**src/rtl/bram_lsu_pkg.sv**
```systemverilog
`default_nettype none
// ---------------------------------------------------------------------------
// Module : bram_lsu_pkg
// Brief  : Shared types and constants for the BRAM load/store port.
// Rev    : 1.0
// ---------------------------------------------------------------------------
package bram_lsu_pkg;

    localparam int WDATA = 32;

    typedef enum logic [1:0] {
        SZ_B   = 2'b00,
        SZ_H   = 2'b01,
        SZ_W   = 2'b10,
        SZ_BAD = 2'b11
    } size_t;

    typedef enum logic [2:0] {
        ST_IDLE    = 3'd0,
        ST_RD      = 3'd1,
        ST_RD_WAIT = 3'd2,
        ST_WR      = 3'd3,
        ST_RESP    = 3'd4
    } state_t;

    // Illegal size or a lane offset that does not fit the access width.
    function automatic logic req_bad(input size_t sz, input logic [1:0] lane);
        return (sz == SZ_BAD) || ((sz == SZ_H) && lane[0]) ||
               ((sz == SZ_W) && (lane != 2'b00));
    endfunction

endpackage
`default_nettype wire

```
**src/rtl/bram_lsu_port_if.sv**
```systemverilog
`default_nettype none
// ---------------------------------------------------------------------------
// Module : bram_lsu_port_if
// Brief  : Core-side request/response bundle of the BRAM load/store port.
// Rev    : 1.0
// ---------------------------------------------------------------------------
interface bram_lsu_port_if #(
    parameter int WADDR = 10
) ();
    logic               pi_req_valid;
    logic               po_req_ready;
    logic               pi_req_we;
    logic [1:0]         pi_req_size;
    logic               pi_req_unsigned;
    logic [WADDR+1:0]   pi_req_addr;
    logic [31:0]        pi_req_wdata;
    logic               po_rsp_valid;
    logic               pi_rsp_ready;
    logic [31:0]        po_rsp_rdata;
    logic               po_rsp_err;

    modport master (
        output pi_req_valid, pi_req_we, pi_req_size, pi_req_unsigned,
               pi_req_addr, pi_req_wdata, pi_rsp_ready,
        input  po_req_ready, po_rsp_valid, po_rsp_rdata, po_rsp_err
    );

    modport slave (
        input  pi_req_valid, pi_req_we, pi_req_size, pi_req_unsigned,
               pi_req_addr, pi_req_wdata, pi_rsp_ready,
        output po_req_ready, po_rsp_valid, po_rsp_rdata, po_rsp_err
    );
endinterface
`default_nettype wire

```
**src/rtl/bram_lane_align.sv**
```systemverilog
`default_nettype none
// ---------------------------------------------------------------------------
// Module : bram_lane_align
// Brief  : Lane extract/extend for loads and lane merge for sub-word stores.
// Rev    : 1.0
// ---------------------------------------------------------------------------
module bram_lane_align
    import bram_lsu_pkg::*;
(
    input  size_t              i_size,
    input  logic [1:0]         i_lane,
    input  logic               i_unsigned,
    input  logic [WDATA-1:0]   i_rdata,
    input  logic [WDATA-1:0]   i_wdata,
    output logic [WDATA-1:0]   o_load,
    output logic [WDATA-1:0]   o_merge
);
    logic [7:0]  w_byte;
    logic [15:0] w_half;

    always_comb begin
        case (i_lane)
            2'd0:    w_byte = i_rdata[7:0];
            2'd1:    w_byte = i_rdata[15:8];
            2'd2:    w_byte = i_rdata[23:16];
            default: w_byte = i_rdata[31:24];
        endcase
        w_half = i_lane[1] ? i_rdata[31:16] : i_rdata[15:0];

        case (i_size)
            SZ_B:    o_load = {{24{~i_unsigned & w_byte[7]}}, w_byte};
            SZ_H:    o_load = {{16{~i_unsigned & w_half[15]}}, w_half};
            default: o_load = i_rdata;
        endcase

        // Bytes outside the addressed lane keep the value read from BRAM.
        o_merge = i_rdata;
        case (i_size)
            SZ_B: begin
                case (i_lane)
                    2'd0:    o_merge[7:0]   = i_wdata[7:0];
                    2'd1:    o_merge[15:8]  = i_wdata[7:0];
                    2'd2:    o_merge[23:16] = i_wdata[7:0];
                    default: o_merge[31:24] = i_wdata[7:0];
                endcase
            end
            SZ_H: begin
                if (i_lane[1]) o_merge[31:16] = i_wdata[15:0];
                else           o_merge[15:0]  = i_wdata[15:0];
            end
            default: o_merge = i_wdata;
        endcase
    end
endmodule
`default_nettype wire

```
**src/rtl/bram_lsu_port.sv**
```systemverilog
`default_nettype none
// ---------------------------------------------------------------------------
// Module : bram_lsu_port
// Brief  : Load/store initiator for one BRAM port, RMW for sub-word stores.
// Rev    : 1.0
// ---------------------------------------------------------------------------
module bram_lsu_port #(
    parameter int WADDR = 10,
    parameter int WDATA = 32
) (
    input  wire logic              pi_clk,
    input  wire logic              pi_rst,
    bram_lsu_port_if.slave         bus,
    output logic                   po_bram_en,
    output logic                   po_bram_we,
    output logic [WADDR-1:0]       po_bram_addr,
    output logic [WDATA-1:0]       po_bram_di,
    input  wire logic [WDATA-1:0]  pi_bram_do
);
    import bram_lsu_pkg::*;

    if (WDATA != bram_lsu_pkg::WDATA) begin : g_bad_wdata
        $error("bram_lsu_port: only WDATA=32 is supported");
    end

    state_t              r_state;
    state_t              w_next;
    logic [WADDR+1:0]    r_addr;
    size_t               r_size;
    logic                r_we;
    logic                r_uns;
    logic [WDATA-1:0]    r_rdata;
    logic [WDATA-1:0]    r_di;
    logic                r_err;

    logic                w_req_ready;
    logic                w_en;
    logic                w_we;
    logic                w_rsp_valid;
    logic                w_accept;
    logic                w_req_bad;
    size_t               w_req_size;
    logic [WDATA-1:0]    w_load;
    logic [WDATA-1:0]    w_merge;

    assign w_req_size = size_t'(bus.pi_req_size);
    assign w_req_bad  = req_bad(w_req_size, bus.pi_req_addr[1:0]);

    always_ff @(posedge pi_clk) begin
        if (pi_rst) r_state <= ST_IDLE;
        else        r_state <= w_next;
    end

    always_comb begin
        w_next      = r_state;
        w_req_ready = 1'b0;
        w_en        = 1'b0;
        w_we        = 1'b0;
        w_rsp_valid = 1'b0;
        case (r_state)
            ST_IDLE: begin
                w_req_ready = 1'b1;
                if (bus.pi_req_valid) begin
                    if (w_req_bad)                                 w_next = ST_RESP;
                    else if (bus.pi_req_we && w_req_size == SZ_W)  w_next = ST_WR;
                    else                                           w_next = ST_RD;
                end
            end
            ST_RD: begin
                w_en   = 1'b1;
                w_next = ST_RD_WAIT;
            end
            ST_RD_WAIT: w_next = r_we ? ST_WR : ST_RESP;
            ST_WR: begin
                w_en   = 1'b1;
                w_we   = 1'b1;
                w_next = ST_RESP;
            end
            ST_RESP: begin
                w_rsp_valid = 1'b1;
                if (bus.pi_rsp_ready) w_next = ST_IDLE;
            end
            default: w_next = ST_IDLE;
        endcase
    end

    // Gating by reset keeps an interrupted RMW from landing its write.
    assign bus.po_req_ready = w_req_ready & ~pi_rst;
    assign po_bram_en       = w_en & ~pi_rst;
    assign po_bram_we       = w_we & ~pi_rst;
    assign po_bram_addr     = r_addr[WADDR+1:2];
    assign po_bram_di       = r_di;
    assign bus.po_rsp_valid = w_rsp_valid;
    assign bus.po_rsp_rdata = r_rdata;
    assign bus.po_rsp_err   = r_err;

    assign w_accept = bus.po_req_ready & bus.pi_req_valid;

    bram_lane_align u_align (
        .i_size     (r_size),
        .i_lane     (r_addr[1:0]),
        .i_unsigned (r_uns),
        .i_rdata    (pi_bram_do),
        .i_wdata    (r_di),
        .o_load     (w_load),
        .o_merge    (w_merge)
    );

    always_ff @(posedge pi_clk) begin
        if (pi_rst) begin
            r_addr  <= '0;
            r_size  <= SZ_B;
            r_we    <= 1'b0;
            r_uns   <= 1'b0;
            r_rdata <= '0;
            r_di    <= '0;
            r_err   <= 1'b0;
        end else begin
            if (w_accept) begin
                r_addr  <= bus.pi_req_addr;
                r_size  <= w_req_size;
                r_we    <= bus.pi_req_we;
                r_uns   <= bus.pi_req_unsigned;
                r_rdata <= '0;
                r_di    <= bus.pi_req_wdata;
                r_err   <= w_req_bad;
            end
            if (r_state == ST_RD_WAIT) begin
                if (r_we) r_di    <= w_merge;
                else      r_rdata <= w_load;
            end
        end
    end
endmodule
`default_nettype wire

```
**src/flat_wrapper.sv**
```systemverilog
// flat-port wrapper written by rule: the top's interface ports become plain ports
module bram_lsu_port_flat import bram_lsu_pkg::*;
#(
    parameter int WADDR = 10,
    parameter int WDATA = 32
)
  (pi_clk, pi_rst, po_bram_en, po_bram_we, po_bram_addr, po_bram_di, pi_bram_do, bus_pi_req_valid, bus_pi_req_we, bus_pi_req_size, bus_pi_req_unsigned, bus_pi_req_addr, bus_pi_req_wdata, bus_pi_rsp_ready, bus_po_req_ready, bus_po_rsp_valid, bus_po_rsp_rdata, bus_po_rsp_err);
  bram_lsu_port_if #(.WADDR(WADDR)) bus_i ();
  input  wire logic pi_clk;
  input  wire logic pi_rst;
  output logic po_bram_en;
  output logic po_bram_we;
  output logic [WADDR-1:0] po_bram_addr;
  output logic [WDATA-1:0] po_bram_di;
  input  wire logic [WDATA-1:0] pi_bram_do;
  input wire logic [$bits(bus_i.pi_req_valid)-1:0] bus_pi_req_valid;
  input wire logic [$bits(bus_i.pi_req_we)-1:0] bus_pi_req_we;
  input wire logic [$bits(bus_i.pi_req_size)-1:0] bus_pi_req_size;
  input wire logic [$bits(bus_i.pi_req_unsigned)-1:0] bus_pi_req_unsigned;
  input wire logic [$bits(bus_i.pi_req_addr)-1:0] bus_pi_req_addr;
  input wire logic [$bits(bus_i.pi_req_wdata)-1:0] bus_pi_req_wdata;
  input wire logic [$bits(bus_i.pi_rsp_ready)-1:0] bus_pi_rsp_ready;
  output wire logic [$bits(bus_i.po_req_ready)-1:0] bus_po_req_ready;
  output wire logic [$bits(bus_i.po_rsp_valid)-1:0] bus_po_rsp_valid;
  output wire logic [$bits(bus_i.po_rsp_rdata)-1:0] bus_po_rsp_rdata;
  output wire logic [$bits(bus_i.po_rsp_err)-1:0] bus_po_rsp_err;
  assign bus_i.pi_req_valid = bus_pi_req_valid;
  assign bus_i.pi_req_we = bus_pi_req_we;
  assign bus_i.pi_req_size = bus_pi_req_size;
  assign bus_i.pi_req_unsigned = bus_pi_req_unsigned;
  assign bus_i.pi_req_addr = bus_pi_req_addr;
  assign bus_i.pi_req_wdata = bus_pi_req_wdata;
  assign bus_i.pi_rsp_ready = bus_pi_rsp_ready;
  assign bus_po_req_ready = bus_i.po_req_ready;
  assign bus_po_rsp_valid = bus_i.po_rsp_valid;
  assign bus_po_rsp_rdata = bus_i.po_rsp_rdata;
  assign bus_po_rsp_err = bus_i.po_rsp_err;
  bram_lsu_port #(.WADDR(WADDR), .WDATA(WDATA)) u_core (.pi_clk(pi_clk), .pi_rst(pi_rst), .bus(bus_i), .po_bram_en(po_bram_en), .po_bram_we(po_bram_we), .po_bram_addr(po_bram_addr), .po_bram_di(po_bram_di), .pi_bram_do(pi_bram_do));
endmodule
```
**config.mk**
```make
export PLATFORM = sky130hd
export DESIGN_NAME = bram_lsu_port_flat
export DESIGN_NICKNAME = d
export VERILOG_FILES = /design/src/rtl/bram_lsu_pkg.sv /design/src/rtl/bram_lsu_port_if.sv /design/src/rtl/bram_lane_align.sv /design/src/rtl/bram_lsu_port.sv /design/src/flat_wrapper.sv
export SDC_FILE = /design/constraint.sdc
export NUM_CORES = 1
export LEC_CHECK = 0
export BUFFER_PORTS_ARGS = -buffer_cell sky130_fd_sc_hd__buf_2
export CORE_MARGIN = 3
export CORE_UTILIZATION = 54
export CTS_BUF_LIST = sky130_fd_sc_hd__clkbuf_16
export DETAILED_ROUTE_END_ITERATION = 6
export MAX_ROUTING_LAYER = met4
export PLACE_DENSITY = 0.92
export SLEW_MARGIN = 15
export SYNTH_ARGS = -nofsm -noshare
export SYNTH_HDL_FRONTEND = slang
export SYNTH_SLANG_ARGS = --single-unit
export TNS_END_PERCENT = 1
```
**constraint.sdc**
```tcl
create_clock -name pi_clk -period 4.95 [get_ports pi_clk]
set_input_delay 0.7425 -clock pi_clk [delete_from_list [all_inputs] [get_ports pi_clk]]
set_output_delay 0.7425 -clock pi_clk [all_outputs]
set_load 0.1 [all_outputs]
```
Word-level counts from Yosys, hierarchy flattened
Cells that the tools add are included.
- flip-flop bits (word level): 84
- latch bits: 0
- memory bits (writable): 0
- bits in read-only memories: 0
- output and inout port bits: 79
- logic and storage cells: 73
- memories: 0
- add/subtract/negate cells: 0
- multipliers: 0
- divide/modulo/power cells: 0
- order comparisons: 0
- equal/unequal tests: 15
- shift-type cells: 0
- multiplexer cells: 26
- bitwise logic cells: 8
- reductions and logical operators: 14
- operator list (kind ; number):
    32-bit two-way mux ; 6
    32-bit one-hot mux with 2 select lines ; 2
    16-bit two-way mux ; 3
    8-bit two-way mux ; 4
    8-bit one-hot mux with 3 select lines ; 1
    3-bit one-hot mux with 5 select lines ; 1
    3-bit two-way mux ; 4
    4-bit inequality test (second input constant) ; 2
    1-bit bitwise AND ; 6
    2-bit by 1-bit equality test with 1-bit output (second input constant) ; 3
    2-bit equality test (second input constant) ; 3
    3-bit by 2-bit equality test with 1-bit output (second input constant) ; 2
    2-bit logical NOT ; 2
    1-bit two-way mux ; 4
    2-bit inequality test (second input constant) ; 2
    4-bit by 3-bit inequality test with 1-bit output (second input constant) ; 1
    2-bit AND reduction ; 2
    3-bit by 1-bit equality test with 1-bit output (second input constant) ; 1
    3-bit equality test (second input constant) ; 1
    1-bit logical AND ; 3
    3-bit logical NOT ; 1
    3-bit AND reduction ; 1
    3-bit OR reduction ; 1
    1-bit logical OR ; 2
    other kinds (4) ; 5

Logic depth before layout (Yosys ltp)
Gate-level depths: netlist of the first run.
- depth in word-level cells: 7
- mapped depth: 7

Cells and area by module
From an unflattened synthesis of the first run, not the netlist that was laid out.
- cell total of the unflattened synthesis: 699
- area total of the unflattened synthesis: 5749.3 sq um
- by module, submodules not included (module ; instances ; cells an instance ; area an instance (sq um) ; sequential area each (sq um)):
    bram_lsu_port ; 1 ; 448 ; 3821.2 ; 1681.6
    bram_lane_align ; 1 ; 251 ; 1928.1 ; 0.0

Worst setup path after synthesis of the first run
Ideal clock, no wire load.
- path kind: input port to flip-flop
- start point: in pi_rst
- end point: reg u_core.r_di[5] (netlist: u_core.po_bram_di[5])
- library setup time: 0.091 ns
- arrival time: 2.593 ns
- path slack: 2.265 ns
- stages: 6
- path through: nor4_4 and2_1 buf_4 buf_6 nor3_1 a311oi_1
- longest elaborated chain between the ends: 6
- ends and longest elaborated chain (item ; RTL line ; text):
    start: declaration ; flat_wrapper.sv:10 ; input wire logic pi_rst;
    1-bit NOT ; bram_lsu_port.sv:88 ; assign bus.po_req_ready = w_req_ready & ~pi_rst;
    1-bit bitwise AND ; bram_lsu_port.sv:88 ;
    1-bit bitwise AND ; bram_lsu_port.sv:97 ; assign w_accept = bus.po_req_ready & bus.pi_req_valid;
    32-bit two-way mux ; bram_lsu_port.sv:119 ; if (w_accept) begin
    32-bit two-way mux ; bram_lsu_port.sv:129 ; if (r_we) r_di <= w_merge;
    32-bit two-way mux ; bram_lsu_port.sv:128 ; if (r_state == ST_RD_WAIT) begin
    end signal: assignment ; bram_lsu_port.sv:125 ; r_di <= bus.pi_req_wdata;
    end signal: assignment ; bram_lsu_port.sv:129 ;
    end: declaration ; bram_lsu_port.sv:33 ; logic [WDATA-1:0] r_di;
Parallel ways exist; a longest one is shown, timed or not.
A chain may end at the register's enable or synchronous reset.

Worst setup path in the final report of the first run
- start point: in pi_rst
- end point: out po_bram_we
- longest elaborated chain between the ends: 2
- ends and longest elaborated chain (item ; RTL line ; text):
    1-bit NOT ; bram_lsu_port.sv:90 ; assign po_bram_we = w_we & ~pi_rst;
    1-bit bitwise AND ; bram_lsu_port.sv:90 ;
    end: declaration ; flat_wrapper.sv:12 ; output logic po_bram_we;
Every way passes these cells.

==> results of run 1 <==
worst min-delay path, stage by stage (launching register included):
cell and delay, ns:
dfxtp_1 0.30, nand2_1 0.05, a21oi_1 0.05
final cells by class:
cell class / instances / area (um2) / area share [%]
Multi-Input combinational cell: 402 / 2390 / 44.4
Sequential cell: 84 / 1680 / 31.2
Timing Repair Buffer: 168 / 860 / 15.9
Clock buffer: 9 / 225 / 4.18
Tap cell: 102 / 128 / 2.37
Clock inverter: 7 / 75.1 / 1.39
Inverter: 8 / 30.0 / 0.557
sequential cells by signal, indices dropped and copies added, names as in the netlist:
register / count
u_core.r_state: 3
u_core.r_we: 1
u_core.r_size: 2
u_core.bus.po_rsp_rdata: 32
u_core.po_bram_di: 32
u_core.bus.po_rsp_err: 1
u_core.r_uns: 1
u_core.r_addr: 12
cells by family after synthesis:
| group | count (synthesis) | synth area share [%] |
|---|---|---|
| DFF | 84 | 38.2 |
| AOI/OAI and AO/OA | 204 | 29.9 |
| buffers and inverters | 66 | 7.98 |
| and+or+nand+nor | 181 | 20.1 |
| muxes | 17 | 3.89 |
path summary, 6_finish.rpt:
check / slack, ns / to
max: 2.34 / po_bram_we
min: 0.45 / u_core.bus.po_rsp_err$_SDFFE_PP0P_
max reg2reg: 2.47 / u_core.po_bram_di[2]$_SDFFE_PP0P_
min reg2reg: 0.45 / u_core.bus.po_rsp_err$_SDFFE_PP0P_
where the power goes:
| group | total [mW] | internal, mW | switching, mW |
|---|---|---|---|
| Combinational | 0.560 | 0.127 | 0.433 |
| Clock | 0.674 | 0.393 | 0.281 |
| Sequential | 0.763 | 0.715 | 0.0479 |
| Total | 2.00 | 1.24 | 0.762 |
layout by cell type (no fill, tap or decap), types with 4 or more instances in the layout:
cell type    n
clkbuf_16    9
nand2_1     99
a31oi_1      7
o21ai_0     32
and2_1       4
a221o_1      8
a21oi_1     86
and3_1       9
nor2_1      12
a211oi_1    11
a21boi_0     8
mux2i_1     16
o2bb2ai_1   10
buf_4        5
a22o_1       7
a311oi_1     8
nand2b_1     5
dfxtp_1     84
a22oi_1      9
nand3_1      7
nor3_1      15
buf_2      162
inv_1        7
a221oi_1     8
or3_1        7
nor2b_1      5
cells in the mapped netlist (9+ instances only):
cell       instances
dfxtp_1           84
a21oi_1           86
clkbuf_1          22
o2bb2ai_1         10
buf_4             15
a211oi_1          11
nor2_1            12
buf_2             14
o21ai_0           32
a22oi_1            9
nand2_1           99
nor3_1            15
mux2i_1           16
and3_1             9
per-stage QoR:
stage / util [%] / std cells / area (um2) / hold slack [ns]
3_5_place_dp: 65.0 / 763 / 5080 / 0.446
6_report: 69.0 / 780 / 5390 / 0.453
5_1_grt: 69.0 / 780 / 5390 / 0.481
4_1_cts: 68.9 / 779 / 5380 / 0.455
3_3_place_gp: 65.0 / 763 / 5080 / 0.441
2_1_floorplan: - / 552 / 4410 / 0.437
routing by layer:
metal  GRT usage, %  vias to the layer above
met5              -                        -
met2           47.3                      354
li1               -                     2239
met4           10.9                        0
met1           40.2                     2250
met3           6.96                       50
==> run_results.csv, run 1 <==
group,metric,value,unit
synth,synth_cell_type_count,49,
min_path,worstHoldStart,"u_core.bus.po_rsp_err$_SDFFE_PP0P_",
power_and_ir_drop,vdd_drop_max,193,uV
synth,syn_nets,636,
sta,period_share,52.6,%
clock_tree,numClockSinks,84,
clock_tree,cts-root-buf,"clkbuf_16",
sta,setup_viol,0,
sta,worst_pin_slew,1.07,ns
routing,wl_met2,6670,um
clock_tree,cts_buffers,9,
routing,vias,4893,
place,gp_congestion,0.987,
place,portBuffers,162,
power_and_ir_drop,cellLeakagePower,2.30,nW
floorplan,die-height,96.3,um
floorplan,core_area,0.00781,mm2
global_route,antenna_found_initial,0,
floorplan,ioPinCount,163,
routing,routedWlPerCell,18.4,um
synth,synth_area,0.00441,mm2
routing,dr.max_layer_used,"met4",
routing,wl,14400,um
sta,fmaxAchievable,0.384,GHz
routing,met3_wirelength,1710,um
critical_path,path_max_fanout,27,
synth,yosysTopAreaCellShare,38.2,%
cells_and_area,area.growth.synth_to_final,22.3,%
critical_path,cpMostUsedCell,"buf_2",
synth,synth_edf_count,0,
synth,ys.flop_type,"dfxtp_1",
global_route,grt_pass1_wl,21700,um
synth,synth_area_leaders,"dfxtp_1, a21oi_1, nand2_1",
cells_and_area,fill_cells,614,
floorplan,die_x,96.3,um
sta,fin_skew,0.00641,ns
clock_tree,clk_pin_slew,0.06,ns
power_and_ir_drop,finalPower,2.00,mW
min_path,min_path_type,"register to register",
clock_tree,cts_tree,"done",
critical_path,worst-endpoint-arrival,1.86,ns
clock_tree,clk_path_buf_depth,2,
place,dp_hpwl,10200,um
synth,yosys_warnings,0,
synth,ys_seq_area_share,38.2,%
flow_run,max_cap_violations,0,
sta,slew_viol_final,0,
global_route,track_usage,30.9,%
critical_path,crit_slowest_cell,"buf_2",
synth,synthCells,552,
routing,antenna_left,0,
floorplan,floorplan.initialDensity,56.4,%
clock_tree,htreeDepth,3,
critical_path,path_buf_inv,2,
critical_path,crit_chain,"buf_2, nor2_1, and3_1, buf_2",
routing,drtIter0Drc,685,
synth,syn_avg_cell_area,7.98,um2
routing,viasPerCell,6.27,
critical_path,cp_num_cells,4,
routing,wl_met1,5520,um
critical_path,cpPeakStageDelay,0.42,ns
routing,first_pass_iters,6,
sta,hold_violations,0,
critical_path,endpoint_kind,"primary output",
sta,max_slew_margin,28.9,%
global_route,grt_pass1_vias,4435,
clock_tree,postCtsHoldBufs,0,
critical_path,crit_family,"buffers and inverters",
cells_and_area,antenna_cells,0,
clock_tree,post-cts-setup-buffers,0,
sta,worst_slack,2.34,ns
floorplan,die-area,0.00928,mm2
clock_tree,cts.repair.resized,0,
synth,async_flop_share,0,%
critical_path,critPathLaunchType,"primary input",
place,place_ws,2.27,ns
floorplan,rows,32,
sta,grt_setup_unrepaired,"false",
routing,drc,0,
critical_path,worstSetupPathType,"primary input to primary output",
sta,fin_crit,2.61,ns
cells_and_area,final_nets,757,
cells_and_area,final_layout_size_suffix_gt1_share,28.9,%
synth,synth-seq-cells,84,
min_path,hold_depth,2,
power_and_ir_drop,p_per_area,371,mW/mm2
critical_path,required,4.21,ns
global_route,grt_overflow,0,
critical_path,timing.critical_path.from,"pi_rst",
clock_tree,clk_latency,0.34,ns
outcome,status,"completed",
synth,yosysTopAreaCell,"dfxtp_1",
critical_path,worstReg2RegStart,"u_core.r_state[1]$_SDFFE_PP0P_",
sta,fin_tns_setup,0,ns
critical_path,r2r_cells,4,
global_route,grt_max_degree,41,
Power figures use the tool's default switching activity.
==> run 2: changes to the inputs <==
--- a/config.mk
+++ b/config.mk
@@ -7,11 +7,11 @@
 export LEC_CHECK = 0
 export BUFFER_PORTS_ARGS = -buffer_cell sky130_fd_sc_hd__buf_2
 export CORE_MARGIN = 3
-export CORE_UTILIZATION = 54
+export CORE_UTILIZATION = 45
 export CTS_BUF_LIST = sky130_fd_sc_hd__clkbuf_16
 export DETAILED_ROUTE_END_ITERATION = 6
 export MAX_ROUTING_LAYER = met4
-export PLACE_DENSITY = 0.92
+export PLACE_DENSITY = 0.83
 export SLEW_MARGIN = 15
 export SYNTH_ARGS = -nofsm -noshare
 export SYNTH_HDL_FRONTEND = slang
==> constraint.sdc (replaced) <==
create_clock -name pi_clk -period 2.13 [get_ports pi_clk]
set_input_delay 0.3195 -clock pi_clk [delete_from_list [all_inputs] [get_ports pi_clk]]
set_output_delay 0.3195 -clock pi_clk [all_outputs]
set_load 0.1 [all_outputs]
==> run_results.csv, run 2 (synthesis gave the netlist of run 1 again) <==
group,metric,value,unit
sta,period_share,91.7,%
cells_and_area,final_cell_mix,"buf_2, nand2_1, a21oi_1, dfxtp_1, o21ai_0",
floorplan,die-area,0.0110,mm2
floorplan,floorplan.initialDensity,47.0,%
power_and_ir_drop,p_int,2.79,mW
routing,drc,0,
global_route,track_usage,26.8,%
routing,wl,15000,um
routing,first_pass_iters,6,
clock_tree,htreeDepth,3,
sta,setup_viol,0,
routing,routedWlPerCell,18.2,um
global_route,grt_pass1_vias,4541,
sta,hold_violations,0,
sta,fin_tns_setup,0,ns
place,portBuffers,162,
sta,grt_setup_unrepaired,"false",
critical_path,crit_slowest_cell,"dfxtp_1",
place,gp_congestion,0.981,
clock_tree,clk_path_buf_depth,2,
critical_path,cpPeakStageDelay,0.63,ns
global_route,antenna_found_initial,0,
critical_path,required,1.81,ns
power_and_ir_drop,vdd_drop_max,429,uV
global_route,grt_max_degree,41,
critical_path,crit_chain,"and3_1, buf_2",
floorplan,die_x,105,um
outcome,status,"completed",
routing,drtIter0Drc,485,
critical_path,crit_family,"flip-flops",
floorplan,die-height,105,um
sta,fin_skew,0.00874,ns
critical_path,worstSetupPathType,"register to primary output",
sta,slew_viol_final,0,
floorplan,core_area,0.00937,mm2
power_and_ir_drop,finalPower,4.57,mW
critical_path,timing.critical_path.from,"u_core.r_state[1]$_SDFFE_PP0P_",
power_and_ir_drop,pwr-share-comb,30.1,%
critical_path,path_max_fanout,14,
global_route,grt_overflow,0,
power_and_ir_drop,switchingPower,1.79,mW
sta,max_slew_margin,56.4,%
place,dp_hpwl,11300,um
min_path,worstHoldStart,"bus_pi_req_wdata[17]",
cells_and_area,final_layout_size_suffix_gt1_share,31.2,%
sta,fin_crit,1.95,ns
clock_tree,cts_tree,"done",
cells_and_area,final_nets,775,
cells_and_area,area.growth.synth_to_final,26.3,%
min_path,min_path_type,"primary input to register",
power_and_ir_drop,swShare,39.1,%
sta,fmaxAchievable,0.512,GHz
critical_path,path_buf_inv,1,
clock_tree,cts_buffers,9,
sta,worst_pin_slew,0.650,ns
routing,viasPerCell,5.96,
flow_run,max_cap_violations,0,
floorplan,rows,35,
critical_path,endpoint_kind,"primary output",
clock_tree,numClockSinks,84,
global_route,grt_pass1_wl,23200,um
power_and_ir_drop,pwr-share-clk,31.3,%
critical_path,worst-endpoint-arrival,1.63,ns
power_and_ir_drop,p_per_area,821,mW/mm2
clock_tree,clk_pin_slew,0.07,ns
critical_path,critPathLaunchType,"register",
cells_and_area,antenna_cells,0,
critical_path,worstReg2RegStart,"u_core.r_size[0]$_SDFFE_PP0P_",
clock_tree,post-cts-setup-buffers,0,
clock_tree,clk_latency,0.34,ns
power_and_ir_drop,seqPwrFrac,38.5,%
floorplan,ioPinCount,163,
cells_and_area,layout_commonest_cell,"buf_2",
power_and_ir_drop,cellLeakagePower,2.39,nW
clock_tree,cts-root-buf,"clkbuf_16",
routing,vias,4918,
routing,antenna_left,0,
-- run 2: power groups by stage --
stage | clock [mW] | sequential [mW] | combinational (mW)
CTS | 1.43 | 1.76 | 1.36
detailed placement | 0 | 1.79 | 1.36
finish | 1.43 | 1.76 | 1.38
global placement | 0 | 1.79 | 1.33
floorplan | 0 | 2.21 | 0.620
global route | 1.51 | 1.77 | 1.44
-- run 2: per-stage QoR --
step / setup slack [ns] / cells / util [%] / instance area (um2) / hold slack [ns]
after global routing: 0.0636 / 825 / 59.4 / 5570 / 0.195
after detailed placement: 0.0845 / 809 / 56.5 / 5300 / 0.444
after floorplan: -0.208 / 552 / - / 4430 / 0.437
after global placement: 0.211 / 809 / 56.5 / 5300 / 0.439
final: 0.177 / 825 / 59.4 / 5570 / 0.208
after CTS: 0.0762 / 825 / 59.4 / 5570 / 0.197
-- run 2: per-layer routing --
layer | GRT usage [%] | routed length, um
met1 | 34.5 | 6150
met2 | 41.8 | 6950
met3 | 5.74 | 1520
met4 | 9.37 | 418
met5 | - | 0
-- run 2: worst reg2reg max path, delay by kind of cell (launching register included) --
family,cells,cell delay (ns)
buffers and inverters,2,0.55
and+or+nand+nor,2,0.38
AOI/OAI and AO/OA,2,0.40
DFF,1,0.48
-- run 2: worst paths after layout --
kind | end | slack, ns | cells after the start
max | po_bram_we | 0.18 | 2
max reg2reg | u_core.po_bram_di[13]$_SDFFE_PP0P_ | 0.19 | 6
min reg2reg | u_core.r_addr[9]$_SDFFE_PP0P_ | 0.45 | 2
min | u_core.po_bram_di[17]$_SDFFE_PP0P_ | 0.21 | 2
-- run 2: final cells by class --
cell class              instances  area [um2]
fillers                       846        3800
multi-input cells             402        2400
flip-flops and latches         84        1680
repair buffers                186        1020
clock buffers                   9         225
well taps                     129         161
clock inverters                 7        43.8
inverters                       8        30.0
-- run 2: repair_timing --
item / CTS / global route
hold buffers: 0 / 0
resized for setup: 0 / 1
setup endpoints to repair: 0 / 16
==> run 3: changes to the inputs <==
--- a/config.mk
+++ b/config.mk
@@ -7,11 +7,11 @@
 export LEC_CHECK = 0
 export BUFFER_PORTS_ARGS = -buffer_cell sky130_fd_sc_hd__buf_2
 export CORE_MARGIN = 3
-export CORE_UTILIZATION = 45
+export CORE_UTILIZATION = 36
 export CTS_BUF_LIST = sky130_fd_sc_hd__clkbuf_16
 export DETAILED_ROUTE_END_ITERATION = 6
 export MAX_ROUTING_LAYER = met4
-export PLACE_DENSITY = 0.83
+export PLACE_DENSITY = 0.7
 export SLEW_MARGIN = 15
 export SYNTH_ARGS = -nofsm -noshare
 export SYNTH_HDL_FRONTEND = slang
==> run_results.csv, run 3 (synthesis gave the netlist of run 1 again) <==
group,metric,value,unit
outcome,status,"completed",
critical_path,cp_num_cells,2,
cells_and_area,fin_util,47.9,%
critical_path,timing.critical_path.from,"u_core.r_state[1]$_SDFFE_PP0P_",
critical_path,worst-endpoint-arrival,1.65,ns
cells_and_area,design_area,0.00561,mm2
floorplan,rows,39,
global_route,grt_pass1_vias,4557,
routing,vias,4783,
critical_path,crit_slowest_cell,"dfxtp_1",
clock_tree,cts_tree,"done",
place,place_area,0.00532,mm2
critical_path,cpPeakStageDelay,0.62,ns
sta,hold_ws,0.206,ns
routing,first_pass_iters,5,
critical_path,crit_family,"flip-flops",
cells_and_area,area.growth.synth_to_final,27.4,%
cells_and_area,antenna_cells,0,
critical_path,path_max_fanout,14,
clock_tree,clk_pin_slew,0.06,ns
critical_path,endpoint_kind,"primary output",
routing,drtIter0Drc,483,
clock_tree,htreeDepth,3,
routing,wl,15500,um
critical_path,reg2reg_slack,0.20,ns
power_and_ir_drop,cellLeakagePower,2.40,nW
routing,viasPerCell,5.71,
sta,hold_violations,0,
critical_path,worstSetupPathType,"register to primary output",
routing,routedWlPerCell,18.5,um
sta,worst_pin_slew,0.687,ns
sta,fin_tns_setup,0,ns
floorplan,die-area,0.0136,mm2
power_and_ir_drop,finalPower,4.68,mW
cells_and_area,final_layout_size_suffix_gt1_share,31.4,%
sta,max_slew_margin,54.2,%
critical_path,required,1.81,ns
clock_tree,cts-root-buf,"clkbuf_16",
sta,grt_setup_unrepaired,"false",
critical_path,critPathLaunchType,"register",
cells_and_area,fill_cells,1164,
critical_path,crit_chain,"and3_1, buf_2",
floorplan,floorplan.initialDensity,37.6,%
floorplan,ioPinCount,163,
sta,fin_skew,0.00863,ns
global_route,grt_max_degree,39,
global_route,track_usage,22.7,%
sta,setup_viol,0,
sta,fmaxAchievable,0.508,GHz
critical_path,worstReg2RegStart,"u_core.r_state[1]$_SDFFE_PP0P_",
cells_and_area,final_nets,774,
routing,antenna_left,0,
sta,period_share,92.4,%
clock_tree,numClockSinks,84,
clock_tree,clk_latency,0.34,ns
floorplan,core_area,0.0117,mm2
min_path,min_path_type,"primary input to register",
min_path,worstHoldStart,"bus_pi_req_wdata[17]",
power_and_ir_drop,p_per_area,834,mW/mm2
clock_tree,clk_path_buf_depth,2,
global_route,antenna_found_initial,0,
sta,slew_viol_final,0,
place,portBuffers,162,
cells_and_area,final_cell_mix,"buf_2, nand2_1, a21oi_1, dfxtp_1, o21ai_0",
critical_path,path_buf_inv,1,
clock_tree,cts_buffers,9,
critical_path,r2r_end,"u_core.po_bram_di[13]$_SDFFE_PP0P_",
floorplan,die-height,117,um
place,gp_congestion,0.942,
sta,fin_crit,1.97,ns
global_route,grt_pass1_wl,23500,um
power_and_ir_drop,vdd_drop_max,368,uV
cells_and_area,layout_commonest_cell,"buf_2",
place,dp_hpwl,11900,um
critical_path,setup.worst_path.end,"po_bram_we",
global_route,grt_overflow,0,
flow_run,max_cap_violations,0,
critical_path,r2r_cells,4,
routing,drc,0,
floorplan,die_x,117,um
-- run 3: changes by cell type in the layout (fill, tap and decap cells not counted), sizes merged --
cell | previous run | this run
clkinv | 3 | 5
inv | 9 | 7
buf | 186 | 185
bufinv | 0 | 1
clkinvlp | 3 | 2
-- run 3: worst min-delay path by stage --
stage                                                       end  cells past startpoint
after global routing         u_core.po_bram_di[17]$_SDFFE_PP0P_                      2
final                        u_core.po_bram_di[17]$_SDFFE_PP0P_                      2
after detailed placement  u_core.bus.po_rsp_rdata[3]$_SDFF_PP0_                      1
after floorplan                  u_core.r_addr[10]$_SDFFE_PP0P_                      2
after global placement           u_core.r_addr[11]$_SDFFE_PP0P_                      2
after CTS                    u_core.po_bram_di[17]$_SDFFE_PP0P_                      2
-- run 3: what timing repair did --
action,CTS,global route
setup endpoints to repair,0,18
resized for setup,0,2
buffers inserted,0,0
hold buffers,0,0
-- run 3: power breakdown --
group          switching (mW)  internal [mW]  total [mW]  leakage [nW]
logic                    1.03          0.342        1.37          1.57
registers               0.106           1.66        1.77         0.686
clock network           0.642          0.902        1.54         0.139
-- run 3: through the flow --
stage | setup WS [ns] | instances
after global placement | 0.177 | 822
final | 0.162 | 838
after detailed placement | 0.0922 | 822
after CTS | 0.0709 | 838
after floorplan | -0.208 | 552
after global routing | 0.0481 | 838
-- run 3: final cells by class --
cell class                 count  area (um2)  share of cell area (%)
multi-input combinational    402        2400                    42.8
sequential                    84        1680                    30.0
timing repair buffer         185        1020                    18.2
clock buffer                   9         225                    4.01
tap                          143         179                    3.19
clock inverter                 7        67.6                    1.20
inverter                       8        30.0                   0.535
-- run 3: metal layers --
metal / vias up / global-route usage [%] / part of all wire (%)
li1: 2275 / - / -
met1: 2257 / 30.0 / 43
met2: 216 / 34.9 / 47
met3: 35 / 3.83 / 7.3
met4: 0 / 8.49 / 2.4
met5: - / - / 0
